--- config.mk ---
export PLATFORM = sky130hd
export DESIGN_NAME = uart_tx
export DESIGN_NICKNAME = d
export VERILOG_FILES = /design/src/rtl/uart_tx.sv
export SDC_FILE = /design/constraint.sdc
export NUM_CORES = 1
export LEC_CHECK = 0
export ABC_CLOCK_PERIOD_IN_PS = 2550
export BUFFER_PORTS_ARGS = -buffer_cell sky130_fd_sc_hd__buf_2
export CAP_MARGIN = 15
export CELL_PAD_IN_SITES_DETAIL_PLACEMENT = 0
export CELL_PAD_IN_SITES_GLOBAL_PLACEMENT = 1
export CORE_ASPECT_RATIO = 0.5
export CORE_MARGIN = 2
export CORE_UTILIZATION = 25
export DETAILED_ROUTE_END_ITERATION = 10
export GPL_ROUTABILITY_DRIVEN = 0
export PLACE_DENSITY_LB_ADDON = 0.08
export SYNTH_ARGS = -nofsm -noshare
export SYNTH_HDL_FRONTEND = slang
export SYNTH_SLANG_ARGS = --single-unit
--- constraint.sdc ---
create_clock -name i_Clock -period 2.55 [get_ports i_Clock]
set_input_delay 0.255 -clock i_Clock [delete_from_list [all_inputs] [get_ports i_Clock]]
set_output_delay 0.255 -clock i_Clock [all_outputs]
set_load 0.005 [all_outputs]
--- src/rtl/uart_tx.sv ---
// ---------------------------------------------------------------------------
// uart_tx
// Buffered 8N1 UART transmitter. Bytes arrive over a valid/ready handshake
// into a small FIFO and are serialised one start bit, eight data bits LSB
// first, one stop bit. The bit period matches the companion receiver's
// CLKS_PER_BIT convention, so both ends run at the same baud on one clock.
//
// Ports:
//   i_Clock      system clock, rising edge
//   i_Rst_L      asynchronous active-low reset
//   i_TX_DV      byte-valid strobe; byte taken when i_TX_DV && o_TX_Ready
//   i_TX_Byte    byte to send, sampled on acceptance
//   o_TX_Ready   FIFO not full
//   o_TX_Serial  serial line, idles high
//   o_TX_Active  high from first start-bit cycle to last stop-bit cycle
//   o_TX_Done    one-cycle pulse after each frame's stop bit
//   o_FIFO_Count bytes currently buffered (0..FIFO_DEPTH)
// ---------------------------------------------------------------------------
module uart_tx #(
    parameter int CLKS_PER_BIT = 1250,
    parameter int FIFO_DEPTH   = 4
) (
    input  logic                          i_Clock,
    input  logic                          i_Rst_L,
    input  logic                          i_TX_DV,
    input  logic [7:0]                    i_TX_Byte,
    output logic                          o_TX_Ready,
    output logic                          o_TX_Serial,
    output logic                          o_TX_Active,
    output logic                          o_TX_Done,
    output logic [$clog2(FIFO_DEPTH):0]   o_FIFO_Count
);

    localparam int PTR_W = $clog2(FIFO_DEPTH);
    localparam int CNT_W = $clog2(CLKS_PER_BIT);

    localparam logic [CNT_W-1:0] CLK_LAST  = CNT_W'(CLKS_PER_BIT - 1);
    localparam logic [PTR_W:0]   FIFO_FULL = (PTR_W + 1)'(FIFO_DEPTH);

    localparam logic [1:0] ST_IDLE  = 2'd0;
    localparam logic [1:0] ST_START = 2'd1;
    localparam logic [1:0] ST_DATA  = 2'd2;
    localparam logic [1:0] ST_STOP  = 2'd3;

    // FIFO storage and bookkeeping
    logic [7:0]       fifo_mem_q [FIFO_DEPTH];
    logic [PTR_W-1:0] wr_ptr_q, wr_ptr_d;
    logic [PTR_W-1:0] rd_ptr_q, rd_ptr_d;
    logic [PTR_W:0]   count_q,  count_d;
    logic             fifo_full;
    logic             fifo_empty;
    logic             push;
    logic             pop;

    // Serialiser state
    logic [1:0]       state_q,     state_d;
    logic [CNT_W-1:0] clk_cnt_q,   clk_cnt_d;
    logic [2:0]       bit_idx_q,   bit_idx_d;
    logic [7:0]       shift_q,     shift_d;
    logic             frame_end_q, frame_end_d;
    logic             bit_end;

    // Registered line outputs
    logic             serial_q, serial_d;
    logic             active_q, active_d;
    logic             done_q,   done_d;

    assign fifo_full  = (count_q == FIFO_FULL);
    assign fifo_empty = (count_q == '0);

    // A push while full is dropped even if a pop frees a slot this cycle.
    assign push = i_TX_DV && !fifo_full;
    assign pop  = (state_q == ST_IDLE) && !fifo_empty;

    assign bit_end = (clk_cnt_q == CLK_LAST);

    always_comb begin
        wr_ptr_d = wr_ptr_q;
        rd_ptr_d = rd_ptr_q;
        count_d  = count_q;
        if (push) begin
            wr_ptr_d = wr_ptr_q + 1'b1;
        end
        if (pop) begin
            rd_ptr_d = rd_ptr_q + 1'b1;
        end
        case ({push, pop})
            2'b10:   count_d = count_q + 1'b1;
            2'b01:   count_d = count_q - 1'b1;
            default: count_d = count_q;
        endcase
    end

    always_comb begin
        state_d     = state_q;
        clk_cnt_d   = clk_cnt_q;
        bit_idx_d   = bit_idx_q;
        shift_d     = shift_q;
        frame_end_d = 1'b0;
        case (state_q)
            ST_IDLE: begin
                if (!fifo_empty) begin
                    shift_d   = fifo_mem_q[rd_ptr_q];
                    clk_cnt_d = '0;
                    bit_idx_d = '0;
                    state_d   = ST_START;
                end
            end
            ST_START: begin
                if (bit_end) begin
                    clk_cnt_d = '0;
                    state_d   = ST_DATA;
                end else begin
                    clk_cnt_d = clk_cnt_q + 1'b1;
                end
            end
            ST_DATA: begin
                if (bit_end) begin
                    clk_cnt_d = '0;
                    if (bit_idx_q == 3'd7) begin
                        state_d = ST_STOP;
                    end else begin
                        bit_idx_d = bit_idx_q + 1'b1;
                    end
                end else begin
                    clk_cnt_d = clk_cnt_q + 1'b1;
                end
            end
            ST_STOP: begin
                if (bit_end) begin
                    clk_cnt_d   = '0;
                    state_d     = ST_IDLE;
                    frame_end_d = 1'b1;
                end else begin
                    clk_cnt_d = clk_cnt_q + 1'b1;
                end
            end
            default: begin
                state_d   = ST_IDLE;
                clk_cnt_d = '0;
                bit_idx_d = '0;
            end
        endcase
    end

    // Line outputs follow the state one cycle later, so the first start-bit
    // cycle lands two edges after the byte is accepted and Done arrives in
    // the cycle right after the last stop cycle.
    always_comb begin
        case (state_q)
            ST_START: serial_d = 1'b0;
            ST_DATA:  serial_d = shift_q[bit_idx_q];
            default:  serial_d = 1'b1;
        endcase
        active_d = (state_q == ST_START) || (state_q == ST_DATA) ||
                   (state_q == ST_STOP);
        done_d   = frame_end_q;
    end

    // Storage needs no reset: reset empties the FIFO through the pointers.
    always_ff @(posedge i_Clock) begin
        if (push) begin
            fifo_mem_q[wr_ptr_q] <= i_TX_Byte;
        end
    end

    always_ff @(posedge i_Clock or negedge i_Rst_L) begin
        if (!i_Rst_L) begin
            wr_ptr_q    <= '0;
            rd_ptr_q    <= '0;
            count_q     <= '0;
            state_q     <= ST_IDLE;
            clk_cnt_q   <= '0;
            bit_idx_q   <= '0;
            shift_q     <= '0;
            frame_end_q <= 1'b0;
            serial_q    <= 1'b1;
            active_q    <= 1'b0;
            done_q      <= 1'b0;
        end else begin
            wr_ptr_q    <= wr_ptr_d;
            rd_ptr_q    <= rd_ptr_d;
            count_q     <= count_d;
            state_q     <= state_d;
            clk_cnt_q   <= clk_cnt_d;
            bit_idx_q   <= bit_idx_d;
            shift_q     <= shift_d;
            frame_end_q <= frame_end_d;
            serial_q    <= serial_d;
            active_q    <= active_d;
            done_q      <= done_d;
        end
    end

    assign o_TX_Ready   = !fifo_full;
    assign o_TX_Serial  = serial_q;
    assign o_TX_Active  = active_q;
    assign o_TX_Done    = done_q;
    assign o_FIFO_Count = count_q;

endmodule

==> results.json <==
{
  "status": "finished, final reports clean",
  "syn2layout_area_growth_pct": 19.7,
  "dieArea_um2": 13100,
  "worst_pin_slew_ns": 0.846,
  "clkTransAtPathRegs_ns": 0.06,
  "grt_use_total_pct": 10.6,
  "fp.coreArea_um2": 11800,
  "min_period_ns": 2.18,
  "hold_viol": 0,
  "pwr-share-clk_pct": 30.4,
  "numCtsBuffers": 9,
  "totalWireLength_mm": 6.29,
  "synth_seq_cells": 67,
  "rr_endpoint": "state_q[1]$_DFFE_PN0P_",
  "cp.required_ns": 2.76,
  "drt-initial-drc-count": 90,
  "critPathArrivalTime_ns": 2.39,
  "synth_warnings": 0,
  "r2r_start": "state_q[1]$_DFFE_PN0P_",
  "diodes": 0,
  "ant_nets": 0,
  "relSlewSlack_pct": 43.6,
  "first_pass_iters": 4,
  "path_max_fanout": 9,
  "stdcell_count": 401,
  "power.share.sequential_pct": 40.3,
  "syn_inst": 205,
  "p_total_mw": 4.22,
  "io_buffers": 17,
  "path_class": "reg2reg",
  "sw_frac_of_total_pct": 32.1,
  "clock_path_buffers": 2,
  "grt_antenna_before_repair": 0,
  "cts.root.buffer_cell": "clkbuf_16",
  "start_kind": "register",
  "ff2ff_setup_slack_ns": 0.37,
  "setup_tns_ns": 0,
  "cp.depth": 6,
  "setup_violations": 0,
  "grt_max_degree": 36,
  "post-dp-hpwl_mm": 4.17,
  "rows": 28,
  "clock_latency_ns": 0.33,
  "setup.worst_path.start": "state_q[1]$_DFFE_PN0P_",
  "synth_nets": 231,
  "grt_pass1_vias": 1673,
  "critical-path-slowest-cell": "or4b_2",
  "maxCapViolCount": 0,
  "fin_crit_sh_pct": 85.5,
  "p_leak_nw": 1.44,
  "cts.sinks": 67,
  "max_stage_delay_ns": 0.71,
  "synthFlopType": "dfrtp_1",
  "reg2reg_depth": 6,
  "fin_nets": 257,
  "fin_skew_ns": 0.00732,
  "rsz0062_at_grt": "no",
  "synth_edf_count": 32,
  "start_util_pct": 25.6,
  "crit_family": "simple AND/OR/NAND/NOR gates",
  "combPwrFrac_pct": 29.3,
  "p_per_area_nw_per_um2": 1160,
  "drc": 0,
  "avgRoutedWirePerCell_um": 15.7,
  "overflow": 0,
  "fp.dieW_um": 160,
  "via_per_inst": 4.24,
  "vias": 1700,
  "hold_class": "in2async",
  "end_kind": "register",
  "drive_gt1_share_pct": 28.0,
  "ys_types": 44,
  "pin_count": 18,
  "peakVddDrop_uv": 418,
  "yosysSeqAreaShare_pct": 60.8,
  "final_cell_mix": "dfrtp_1, edfxtp_1, buf_2",
  "cts_resized": 0,
  "synth_area_um2": 3030,
  "final_common_cell": "dfrtp_1",
  "crit_chain": "inv_1, ha_1, or4b_2, nand2_1, a21oi_2, mux2_1",
  "p_int_mw": 2.86,
  "drv_slew": 0,
  "fin_util_pct": 30.7,
  "postCtsSetupRepairBufs": 0,
  "avgSynthCellArea_um2": 14.8,
  "die_h_um": 81.8,
  "critPathBufInv": 1,
  "nFillCells": 1193,
  "cts_hold_buf": 0,
  "grt_pass1_wl_mm": 9.92,
  "htreeDepth": 3,
  "synthArstFlopShare_pct": 52.2,
  "dp.cells": 385,
  "fmax_mhz": 459,
  "cts_tree": "done",
  "p_switching_mw": 1.35
}
state kept, by name (all words and copies together), names as in the netlist:
register / cells
bit_idx_q: 3
clk_cnt_q: 11
done_d: 1
fifo_mem_q: 32
o_FIFO_Count: 3
o_TX_Active: 1
o_TX_Done: 1
o_TX_Serial: 1
rd_ptr_q: 2
shift_q: 8
state_q: 2
wr_ptr_q: 2
area by class of cell:
| class | count | area, µm² | area share, % |
|---|---|---|---|
| repair buffers | 19 | 100 | 2.76 |
| well taps | 165 | 206 | 5.70 |
| flip-flops and latches | 67 | 1840 | 50.8 |
| clock inverters | 7 | 81.3 | 2.25 |
| multi-input cells | 121 | 1120 | 31.0 |
| inverters | 13 | 48.8 | 1.35 |
| clock buffers | 9 | 225 | 6.22 |
cell families after synthesis:
kind of cell             synth area share, %
AND/OR/NAND/NOR                         10.1
buffers and inverters                   2.19
flip-flops                              60.8
adder cells (fa/ha/maj)                 6.45
AO/OA/AOI/OAI                           5.54
multiplexers                            13.2
XOR/XNOR                                1.74
through the flow:
stage | area (µm²) | hold WS [ns] | setup WS [ns]
after detailed placement | 3310 | 0.371 | 0.353
after global placement | 3310 | 0.342 | 0.364
after global routing | 3620 | 0.111 | 0.181
after CTS | 3620 | 0.0676 | 0.344
final | 3620 | 0.0260 | 0.369
after floorplan | 3030 | -0.0406 | 0.433
worst max path at each step:
stage | end | slack [ns]
after floorplan | o_FIFO_Count[1]$_DFFE_PN0P_ | 0.43
after global routing | o_FIFO_Count[2]$_DFFE_PN0P_ | 0.18
after detailed placement | state_q[1]$_DFFE_PN0P_ | 0.35
after CTS | state_q[1]$_DFFE_PN0P_ | 0.34
after global placement | o_FIFO_Count[2]$_DFFE_PN0P_ | 0.36
final | state_q[1]$_DFFE_PN0P_ | 0.37
metal layers:
metal  track usage, %  vias to the layer above  share of wire (%)
met5                0                        -                  0
met1             14.0                      861                 50
met3             4.29                        4                3.2
met4             3.55                        0               0.76
met2             16.1                       21                 46
li1                 -                      814                  -
Yosys cell counts (all sizes together), types with 2 or more instances:
library cell | number | area [µm²]
nand2b | 2 | 12.5
mux4 | 10 | 225
or3 | 5 | 37.5
dfrtp | 34 | 851
edfxtp | 32 | 961
and4 | 2 | 17.5
nand3 | 3 | 15.0
xnor2 | 5 | 43.8
buf | 2 | 10.0
or4b | 2 | 23.8
a21oi | 3 | 18.8
nand2 | 16 | 60.1
ha | 14 | 175
o22ai | 2 | 12.5
inv | 13 | 48.8
o21ai | 7 | 35.0
and2 | 2 | 12.5
mux2 | 11 | 124
nor2 | 6 | 22.5
a22o | 4 | 35.0
mux2i | 5 | 50.1
and3 | 7 | 43.8
clkbuf | 2 | 7.51
nor3 | 3 | 26.3
worst reg2reg max path: cells and delay by family (launching register included):
family | cells | cell delay [ns]
buffers and inverters | 1 | 0.12
adders and majority gates | 1 | 0.35
AOI/OAI and AO/OA | 1 | 0.05
muxes | 1 | 0.31
and+or+nand+nor | 2 | 0.83
DFF | 1 | 0.41
power groups by stage:
stage	Sequential (mW)	Combinational, mW	Clock (mW)
final	1.70	1.24	1.28
after floorplan	1.59	0.987	0
after detailed placement	1.73	1.27	0
after global routing	1.75	1.39	1.38
after global placement	1.72	1.25	0
after CTS	1.71	1.28	1.33
No activity file was read; power rests on OpenSTA's default activity.
